File: config.mk
export PLATFORM = sky130hd
export DESIGN_NAME = bicubic_inner_product_pipe
export DESIGN_NICKNAME = d
export VERILOG_FILES = /design/src/rtl/bicubic_inner_product_pipe_pkg.sv /design/src/rtl/bicubic_tap_mult.sv /design/src/rtl/bicubic_inner_product_pipe.sv
export SDC_FILE = /design/constraint.sdc
export NUM_CORES = 1
export LEC_CHECK = 0
export CAP_MARGIN = 20
export CORE_AREA = 2 2 124 126
export DETAILED_ROUTE_END_ITERATION = 16
export DIE_AREA = 0 0 126 128
export PLACE_DENSITY = 0.86
export SLEW_MARGIN = 20
export SYNTH_ARGS = -nofsm -noshare
export SYNTH_HDL_FRONTEND = slang
export SYNTH_SLANG_ARGS = --single-unit
File: constraint.sdc
create_clock -name clk -period 4.8 [get_ports clk]
set_clock_uncertainty 0.1 [all_clocks]
set_input_delay 0.48 -clock clk [delete_from_list [all_inputs] [get_ports clk]]
set_output_delay 0.48 -clock clk [all_outputs]
set_load 0.05 [all_outputs]
File: src/rtl/bicubic_inner_product_pipe_pkg.sv
// bicubic_inner_product_pipe_pkg: default parameters and sum-width helper
package bicubic_inner_product_pipe_pkg;
    localparam int NTAP_D  = 4;
    localparam int WW_D    = 4;
    localparam int PW_D    = 9;
    localparam int OW_D    = 8;
    localparam int SHIFT_D = 3;

    function automatic int sum_width(input int ow, input int ntap);
        return ow + $clog2(ntap) + 2;
    endfunction
endpackage

File: src/rtl/bicubic_tap_mult.sv
// bicubic_tap_mult: sign-magnitude weight x pixel, shifted, as two's complement
module bicubic_tap_mult #(
    parameter int WW    = 4,
    parameter int PW    = 9,
    parameter int SHIFT = 3,
    parameter int SW    = 12
) (
    input  logic [WW-1:0] weight,
    input  logic [PW-1:0] pixel,
    output logic [SW-1:0] prod
);
    localparam int MW = WW + PW - 2;
    logic [MW-1:0] full;
    logic [MW-1:0] mag;
    logic [SW-1:0] ext;
    logic          neg;

    always_comb begin
        full = weight[WW-2:0] * pixel[PW-2:0];
        mag  = full >> SHIFT;
        ext  = SW'(mag);
        // a product truncated to zero must never come out negative
        neg  = (weight[WW-1] ^ pixel[PW-1]) && (mag != '0);
        prod = neg ? -ext : ext;
    end
endmodule

File: src/rtl/bicubic_inner_product_pipe.sv
// bicubic_inner_product_pipe: 3-stage sign-magnitude inner product with
// saturation, optional negative clipping and a saturation counter
module bicubic_inner_product_pipe
    import bicubic_inner_product_pipe_pkg::*;
#(
    parameter int NTAP  = NTAP_D,
    parameter int WW    = WW_D,
    parameter int PW    = PW_D,
    parameter int OW    = OW_D,
    parameter int SHIFT = SHIFT_D
) (
    input  logic               clk,
    input  logic               rst_n,
    input  logic               in_valid,
    output logic               in_ready,
    input  logic [NTAP*WW-1:0] weights,
    input  logic [NTAP*PW-1:0] pixels,
    input  logic               clip_en,
    output logic               out_valid,
    input  logic               out_ready,
    output logic [OW-1:0]      out_mag,
    output logic               out_sign,
    output logic               out_sat,
    output logic [15:0]        sat_count,
    input  logic               sat_clr
);
    localparam int SW = sum_width(OW, NTAP);
    localparam logic [SW-1:0] MAXV = SW'((1 << OW) - 1);

    logic          advance;
    logic          v1, v2;
    logic [SW-1:0] prod_c [NTAP];
    logic [SW-1:0] prod1  [NTAP];
    logic          clip1, clip2;
    logic [SW-1:0] sum_c, sum2, abs_c;
    logic          neg_c, ovf_c, kill_c;
    logic [OW-1:0] mag_c;

    assign advance  = ~out_valid | out_ready;
    assign in_ready = advance;

    for (genvar i = 0; i < NTAP; i++) begin : g_tap
        bicubic_tap_mult #(.WW(WW), .PW(PW), .SHIFT(SHIFT), .SW(SW)) u_tap (
            .weight(weights[i*WW +: WW]),
            .pixel (pixels[i*PW +: PW]),
            .prod  (prod_c[i])
        );
    end

    always_comb begin
        sum_c = '0;
        for (int i = 0; i < NTAP; i++)
            sum_c = sum_c + prod1[i];
    end

    always_comb begin
        neg_c  = sum2[SW-1];
        abs_c  = neg_c ? -sum2 : sum2;
        ovf_c  = abs_c > MAXV;
        kill_c = clip2 & neg_c;
        mag_c  = kill_c ? '0 : (ovf_c ? '1 : abs_c[OW-1:0]);
    end

    always_ff @(posedge clk) begin
        if (advance) begin
            for (int i = 0; i < NTAP; i++)
                prod1[i] <= prod_c[i];
            clip1 <= clip_en;
            sum2  <= sum_c;
            clip2 <= clip1;
        end
    end

    always_ff @(posedge clk or negedge rst_n) begin
        if (!rst_n) begin
            v1        <= 1'b0;
            v2        <= 1'b0;
            out_valid <= 1'b0;
            out_mag   <= '0;
            out_sign  <= 1'b0;
            out_sat   <= 1'b0;
        end else if (advance) begin
            v1        <= in_valid;
            v2        <= v1;
            out_valid <= v2;
            out_mag   <= mag_c;
            out_sign  <= neg_c & ~kill_c;
            out_sat   <= ovf_c & ~kill_c;
        end
    end

    always_ff @(posedge clk or negedge rst_n) begin
        if (!rst_n)
            sat_count <= '0;
        else if (sat_clr)
            sat_count <= '0;
        else if (out_valid && out_ready && out_sat && sat_count != 16'hFFFF)
            sat_count <= sat_count + 16'd1;
    end
endmodule

==> impl_results.md <==
- Status: finished, final reports clean
- Simple-gate share of the synthesized area: 16.09%
- Area after DPL: 9106 sq um
- Post-CTS Resized: 0
- Synth Area in Adders: 20.07%
- Ant diodes: 0
- Layout cells sized above 1: 6.695%
- Syn_area_per_cell: 9.632 sq um
- Finished Cell Area: 9422 sq um
- CP Launch Type: primary input
- Area leader, netlist: edfxtp_1
- Met3 wire length: 712 um
- Fin crit share: 85.81%
- DPL Wire Length: 12540 um
- Clock latency on the worst-skew pair: 0.35 ns
- Sink Count: 91
- Root Buffer: clkbuf_16
- Ys flop type: edfxtp_1
- Via density: 5.706
- Seq/Total Area, Yosys: 32.17%
- Setup TNS Final: 0 ns
- Synth Cell Area: 8043 sq um
- Nets: 1078
- Vias in the first global route: 6210
- Area Growth Syn to Fin: 17.14%
- Initial core utilization: 54.11%
- Worst hold path startpoint: clip1
- Initial DRC count: 381
- Worst vdd rail ir drop: 0.0003425 V
- Synthesis-stage register bit count: 91
- First-pass GRT wire length: 28270 um
- PwrDens: 568.7 nW/um^2
- Actual slew at the worst max-slew pin: 1.006 ns
- Clock network fraction of design power: 13.7%
- Largest family of logic cells by synthesized area: adder cells
- Inserted Clock Buffers: 9
- Post-Synth XOR/XNOR Area: 6.316%
- Fin crit period: 4.119 ns
- DIE AREA: 16130 sq um
- GR Overflow Total: 0
- WL/cell: 14.53 um
- Cts hold-fix bufs: 0
- Post-route met1 wirelength: 6944 um
- RR Endpoint: sum2[11]
- H-Tree Depth: 3
- R2r startpoint: prod1[3][1]
- Sw Share: 42.38%
- Initial antenna violation count: 0
- Final worst slack: 0.6812 ns
- RSZ-0062 raised after global routing: false
- Syn_nets: 992
- Setup CP Type: primary input to register
- R2r setup slk: 0.81 ns
- Vias: 6357
- Crit path arrival time: 4.12 ns
- Hold path cells: 0
- Number of cells produced by synthesis: 835
- DIE WIDTH: 126 um
- Hold WC Path Type: register to register
- Post-synthesis cell type count: 72
- Clock-pin slew on the worst setup and hold paths: 0.06 ns
- Buffer count from post-CTS setup fixing: 0
- Crit path max fanout: 9
- Top layer in use: met4
- Synth warnings: 0
- Mux cell area share after synthesis: 1.291%
- Cell leakage power: 0.004129 uW
- Relative slew slack: 32.42%
- DRT Pass-1 Iters: 5
- Antenna-violating nets left: 0
- Fill count: 1202
- DRC violations left: 0
- Async set-reset flop share out of synthesis: 31.87%
- Most common cell after layout, fill and taps aside: inv_1
- Pre-CTS setup slack: 0.3359 ns
- Largest net degree at the start of global routing: 70
- Die extent in y: 128 um
- Pint: 3088 uW
- Worst hold path endpoint: clip2
- MaxCap Viol Count: 0
- Commonest cells after routing, fill and taps aside: inv_1 (124), nand2_1 (98), clkdlybuf4s50_1 (85), edfxtp_1 (62), nor2_1 (51)
- R2R cell count: 10
- Highest clock rate: 0.2428 GHz
- Metal2 WL: 8261 um
- FP Rows: 45
- Synth Area in Compound Gates: 17.49%
- P_sw: 2271 uW
- Yosys top cell area share: 23.15%
- Final Hold Viols: 0
- Post-synth EDFFs: 62
- CTS tree: yes
- Final core utilization: 63.38%
- Routability cong.: 0.8204
- Gr usage total: 21.14%
- Io pins: 86
- Final Max Tran Viols: 0
- Sequential share of power: 27.4%
- Clock buffer depth: 2
- Final WL: 16190 um
- Core area: 14860 sq um
- WP data required: 4.80 ns
- Final count of negative-setup-slack endpoints: 0
- Buffers on Ports: 85
- Synth top area cells: edfxtp_1 (23%), fa_1 (12%), dfrtp_1 (9.0%), ha_1 (7.6%), inv_1 (5.8%)
- CP Capture Type: register
- Logic pwr share: 58.9%
[state kept, by name (all words and copies together) (netlist names)]
| register | flops |
|---|---|
| clip1 | 1 |
| clip2 | 1 |
| out_mag | 8 |
| out_sat | 1 |
| out_sign | 1 |
| out_valid | 1 |
| prod1 | 48 |
| sat_count | 16 |
| sum2 | 12 |
| v1 | 1 |
| v2 | 1 |
[cell usage after synthesis (4+ instances only)]
master,count
a2111oi_0,4
a21o_1,13
a21oi_1,44
a311oi_1,9
a31o_2,8
a31oi_1,6
a41oi_1,14
and2_1,27
and3_1,5
buf_1,5
clkbuf_1,7
dfrtp_1,29
edfxtp_1,62
fa_1,50
ha_1,49
inv_1,124
mux2i_1,4
nand2_1,98
nand2b_1,10
nand3_1,11
nand4_1,5
nor2_1,51
nor3_1,14
nor3b_1,4
nor4_1,4
o21ai_0,26
o21bai_1,5
o31ai_1,6
o41ai_1,4
or3_1,6
xnor2_1,35
xor2_1,23
[power groups by stage]
stage | combinational, uW | sequential [uW] | clock [uW]
finish | 3160 | 1470 | 736
global route | 3570 | 1500 | 780
CTS | 3160 | 1470 | 745
detailed placement | 3110 | 1490 | 0
global placement | 2960 | 1470 | 0
floorplan | 2280 | 1590 | 0
[critical path, stage by stage]
cell             delay [ns]
clkdlybuf4s50_1        0.56
and2_1                 0.26
fa_1                   0.47
nand4_2                0.13
nor2_1                 0.07
fa_1                   0.40
a21o_1                 0.23
a31oi_1                0.21
o311ai_1               0.19
nor4_4                 0.56
a41oi_2                0.22
mux2_4                 0.34
[routing by layer]
metal | track usage (%) | up-vias
met4 | 6.723 | 0
met3 | 2.504 | 24
met1 | 26.58 | 3055
li1 | - | 3105
met5 | 0 | -
met2 | 38.14 | 173
[worst max path at each step]
| stage | from | to | slack (ns) | cells past startpoint |
|---|---|---|---|---|
| after global placement | weights[1] | prod1[0][1] | 0.46 | 12 |
| after detailed placement | weights[13] | prod1[3][1] | 0.34 | 12 |
| after CTS | weights[1] | prod1[0][1] | 0.71 | 12 |
| after floorplan | out_valid | clip1 | 1.16 | 3 |
| after global routing | weights[5] | prod1[1][1] | 0.42 | 12 |
| final | weights[1] | prod1[0][1] | 0.68 | 12 |
[cell type report]
cell class / instances / area [sq um] / share of cell area (%)
clock buffer: 12 / 280.3 / 2.975
clock inverter: 4 / 35.03 / 0.3718
inverter: 125 / 469.2 / 4.980
multi-input combinational: 604 / 4926 / 52.28
sequential: 91 / 2587 / 27.46
tap: 188 / 235.2 / 2.497
timing repair buffer: 90 / 888.4 / 9.429
[cells by family after synthesis]
logic type      Yosys count
flops                    91
xor+xnor                 58
compound gates          181
fa+ha+maj                99
mux                       9
buf+inv                 140
simple gates            257
[per-stage QoR]
stage	hold slack, ns	cells	power [uW]
finish	0.3357	1114	5358
global route	0.3483	1114	5845
CTS	0.3394	1114	5378
detailed placement	0.3162	1098	4597
global placement	0.3073	1098	4435
floorplan	0.08441	835	3875
No activity file was read; power rests on OpenSTA's default activity.
==> variant 1, RTL diff (config.mk and constraints unchanged) <==
The package constant `PW_D` goes from 9 to 8.
--- a/src/rtl/bicubic_inner_product_pipe_pkg.sv
+++ b/src/rtl/bicubic_inner_product_pipe_pkg.sv
@@ -2,7 +2,7 @@
 package bicubic_inner_product_pipe_pkg;
     localparam int NTAP_D  = 4;
     localparam int WW_D    = 4;
-    localparam int PW_D    = 9;
+    localparam int PW_D    = 8;
     localparam int OW_D    = 8;
     localparam int SHIFT_D = 3;
 
Ports: changed (resized pixels); port bits go from 86 to 82. The function was not compared with the original's and may differ.
==> variant 1 against the original RTL <==
  * Power down 12%
  * Hold slack better by 26 ps
  * Maximum frequency up 5.9%
  * Routed wire length shrank 17%
  * Register-to-register slack better by 160 ps
  * Final area is 9.3% lower
  * Sequential cell count is 4 lower
  * Non-clock buffer count is 6 lower
  * Synthesized area down 10%
  * Clock power down 5.0%
  * Worst setup slack better by 230 ps
  * Critical endpoint unchanged
==> variant 1: results (changes against the original RTL) <==
Main synth FF type edfxtp_1; ratio of cells with drive above 1 in the final layout 4.31% (-2.4 points); XOR/XNOR Fraction of Synth Area 7.37% (+1.1 points); worst slack, placed 585 ps (+249 ps); gr usage total 17.4% (-3.8 points); first-pass GRT wire length 23300 um (-18%); routability cong. 0.779 (-5.0%); I/O Buffers 81 (-4.7%); Area contributors post-synth edfxtp_1 24%, fa_1 13%, dfrtp_1 10%; VDD IR max 0.000286 V (-16%); total CTS buffers 9 (unchanged); Post-Synth Adder-Cell Area 20.5% (+0.44 points); Compound-Gate Fraction of Synth Area 13.5% (-4.0 points); final WL 13500 um (-17%); DRT iter0 DRCs 203 (-47%); Distinct cells, synth 67 (-6.9%); worst reg2reg path depth 12 (+2); EDFF count, synth 58 (-6.5%); run status complete, no violations; final worst-path setup slack 910 ps (+229 ps); setup slack, reg-to-reg 970 ps (+160 ps); Post-DP Area 8250 um^2 (-9.4%); Largest regs prod1 x44, sat_count x16, sum2 x12; static leakage 3.73 nW (-9.6%); initial antenna violation count 0 (unchanged); Synth top area share 24.1% (+0.92 points); vias in the first global route 5272 (-15%); area grow syn2layout 18.1%; fraction of registers with async set/reset 33.3% (+1.5 points); Least-Margin Pin Slew 896 ps (-111 ps); dpl hpwl 10700 um (-15%); largest net degree at the start of global routing 60 (-14%); sequential share of the synthesized area 34.1% (+1.9 points); top post-synthesis cells by count 104 x inv_1, 86 x nand2_1, 58 x edfxtp_1; drt pass-1 iters 4 (-1); worst-path maximum fanout 7 (-2); fin nets 975 (-9.6%); Net Switching 1.96 mW (-14%); multiplexer share of the synthesized area 1.18% (-0.12 points); fill cell count 1274 (+6.0%)
==> variant 1: critical path, delay by kind of cell <==
family	cells	cell delay (ps)
adder cells (fa/ha/maj)	2	930
AO/OA/AOI/OAI	4	750
multiplexers	1	370
XOR/XNOR	1	460
AND/OR/NAND/NOR	3	350
buffers and inverters	1	520
==> variant 1: logic make-up after synthesis <==
family	after synthesis
muxes	7
xor gates and xnor gates	60
DFF	87
AOI/OAI and AO/OA	136
adders and majority gates	91
buffers and inverters	118
and+or+nand+nor	250
==> variant 1: power by group through the flow <==
stage	Clock [mW]	Combinational (mW)	Sequential, mW
finish	0.699	2.69	1.33
global route	0.742	3.04	1.37
CTS	0.713	2.71	1.34
detailed placement	0	2.69	1.35
global placement	0	2.56	1.34
floorplan	0	1.95	1.47
==> variant 1: stage by stage <==
step | total power, mW | std cells
after detailed placement | 4.04 | 1007
after global routing | 5.15 | 1023
after CTS | 4.76 | 1023
final | 4.73 | 1023
after floorplan | 3.42 | 749
after global placement | 3.90 | 1007
==> variant 1: how the worst max path moves through the flow <==
stage / cells after the start / end / start
floorplan: 12 / sum2[11] / prod1[3][1]
global placement: 12 / prod1[1][1] / weights[4]
detailed placement: 12 / prod1[0][1] / weights[2]
CTS: 12 / prod1[0][1] / weights[2]
global route: 12 / prod1[0][1] / weights[2]
finish: 12 / prod1[0][1] / weights[2]
==> variant 1: final cells by class <==
type	count	share of cell area [%]
inverters	104	4.57
multi-input cells	544	50.6
well taps	188	2.75
clock buffers	10	2.68
clock inverters	6	0.805
flip-flops and latches	87	28.9
repair buffers	84	9.75
==> variant 1: metal layers <==
layer	vias up	routed length, um	track usage (%)
met5	-	0	0
met2	117	6780	31.8
met3	18	475	2.63
met4	0	265	5.49
met1	2551	5960	21.1
li1	2756	-	-
==> variant 2, RTL diff (same flow settings) <==
Without the edit above. Put one more register stage on the output `sat_count`, with the module's reset. The value now appears one clock later. The other outputs are not delayed to match.
--- a/src/rtl/bicubic_inner_product_pipe.sv
+++ b/src/rtl/bicubic_inner_product_pipe.sv
@@ -26,6 +26,8 @@
 );
     localparam int SW = sum_width(OW, NTAP);
     localparam logic [SW-1:0] MAXV = SW'((1 << OW) - 1);
+
+    logic [15:0] sat_count_s0;
 
     logic          advance;
     logic          v1, v2;
@@ -91,11 +93,19 @@
 
     always_ff @(posedge clk or negedge rst_n) begin
         if (!rst_n)
+            sat_count_s0 <= '0;
+        else if (sat_clr)
+            sat_count_s0 <= '0;
+        else if (out_valid && out_ready && out_sat && sat_count_s0 != 16'hFFFF)
+            sat_count_s0 <= sat_count_s0 + 16'd1;
+    end
+    always_ff @(posedge clk or negedge rst_n) begin
+        if (!rst_n) begin
             sat_count <= '0;
-        else if (sat_clr)
-            sat_count <= '0;
-        else if (out_valid && out_ready && out_sat && sat_count != 16'hFFFF)
-            sat_count <= sat_count + 16'd1;
+        end else begin
+            sat_count <= sat_count_s0;
+        end
     end
+
 endmodule
 
Check against the original RTL: not equivalent (a bounded check fails within 10 cycles, from zero or initial values and one cycle with rst_n low).
==> variant 2 against the original RTL <==
  * Synthesized area up 4.6%
  * Final area up 3.5%
  * Power down 1.3%
  * Routed wire length down 0.69%
  * Worst setup slack better by 28 ps
  * Sequential share of layout area up 3.2 points
  * Utilization up 2.2 points
  * Count of clock-buffer cells in the layout down 1
  * Non-clock buffer count down 1
  * Global-route usage down 0.45 points
  * Sequential cell count up 16
  * Combinational power down 5%
==> variant 2: results (changes against the original RTL) <==
run status complete, no violations; met3 Use GR 2.71% (+0.21 points); Top Metal Used met4; multiplexer share of the synthesized area 1.62% (+0.33 points); syn_nets 993 (+0.10%); ratio of cells with drive above 1 in the final layout 6.81% (+0.12 points); fraction of registers with async set/reset 42.1% (+10 points); gr usage total 20.7% (-0.45 points); internal power 3.10 mW (+0.27%); routability cong. 0.814 (-0.77%); Met1 Wirelength 6860 um (-1.2%); Vias 6311 (-0.72%); worst-path maximum fanout 9 (unchanged); setup slack, reg-to-reg 830 ps (+20 ps); critical path arrival 4080 ps (-40 ps); fill cell count 1170 (-2.7%); Slew HR 33.4% (+0.99 points); Hold Crit Class in -> async; met2 WL 8200 um (-0.71%); CTS resizes 0 (unchanged); first-pass GRT wire length 27600 um (-2.2%); met2 Track Usage GR 37.2% (-0.95 points); Distinct cells, synth 70 (-2.8%); Area contributors post-synth edfxtp_1 22%, dfrtp_1 13%, fa_1 12%; area leader, netlist edfxtp_1; sequential share of the synthesized area 35.5% (+3.3 points); capture point of the critical path prod1[1][1]; XOR/XNOR Fraction of Synth Area 6.25% (-0.070 points); worst reg2reg path depth 10 (unchanged); fin nets 1077 (-0.093%); Post-Synth Adder-Cell Area 19.2% (-0.88 points); slowest cell on the critical path nor4_4; Largest regs prod1 x48, sat_count x16, sat_count_s0 x16; static leakage 4.36 nW (+5.6%); final WL 16100 um (-0.69%); DRT iter0 DRCs 418 (+9.7%); Clock H-tree levels 3 (unchanged); met1 Track Usage GR 26.1% (-0.48 points); top post-synthesis cells by count 123 x inv_1, 89 x nand2_1, 62 x edfxtp_1; vias in the first global route 6129 (-1.3%); critical path launch point weights[6]; Compound-Gate Fraction of Synth Area 16.8% (-0.71 points); synthesis warning total 0 (unchanged); dpl hpwl 12500 um (-0.71%); VDD IR max 0.000294 V (-14%); largest net degree at the start of global routing 64 (-8.6%); WL met3 697 um (-2.1%)
## variant 2: cell count changes in the layout (fill, tap and decap cells not counted), sizes merged, moves of 4 or more
cell / unedited run / this run
a221oi: 4 / 8
dfrtp: 29 / 45
nand2: 98 / 89
nor2: 51 / 46
o21ai: 30 / 23
xnor2: 35 / 30
xor2: 23 / 30
## variant 2: power by group through the flow
stage | combinational [mW] | clock (mW) | sequential (mW)
floorplan | 2.16 | 0 | 1.69
global placement | 2.82 | 0 | 1.57
detailed placement | 2.97 | 0 | 1.59
CTS | 3.01 | 0.732 | 1.57
global route | 3.38 | 0.770 | 1.59
finish | 3.01 | 0.720 | 1.56
## variant 2: layout make-up
type                            instances  area share, %
Tap cell                              188           2.41
Multi-Input combinational cell        590           50.2
Clock buffer                           11           2.59
Inverter                              123           4.73
Timing Repair Buffer                   89           8.98
Clock inverter                          5          0.423
Sequential cell                       107           30.6
## variant 2: worst min-delay path by stage
stage                     startpoint       endpoint  slack, ps  cells after the start
finish                         rst_n     out_mag[2]        160                      1
global route                   rst_n     out_mag[2]        270                      1
CTS                            rst_n       out_sign        200                      1
detailed placement  sat_count_s0[15]  sat_count[15]        310                      0
global placement    sat_count_s0[15]  sat_count[15]        310                      0
floorplan                      rst_n     out_mag[0]         80                      0
## variant 2: per-stage QoR
step | hold slack (ps) | cells | util, % | setup WS [ps] | cell area (um^2)
finish | 164 | 1113 | 65.6 | 710 | 9760
detailed placement | 307 | 1096 | 63.6 | 359 | 9450
CTS | 199 | 1112 | 65.6 | 719 | 9750
floorplan | 84.4 | 836 | - | 1210 | 8410
global placement | 311 | 1096 | 63.6 | 472 | 9450
global route | 267 | 1113 | 65.6 | 503 | 9760
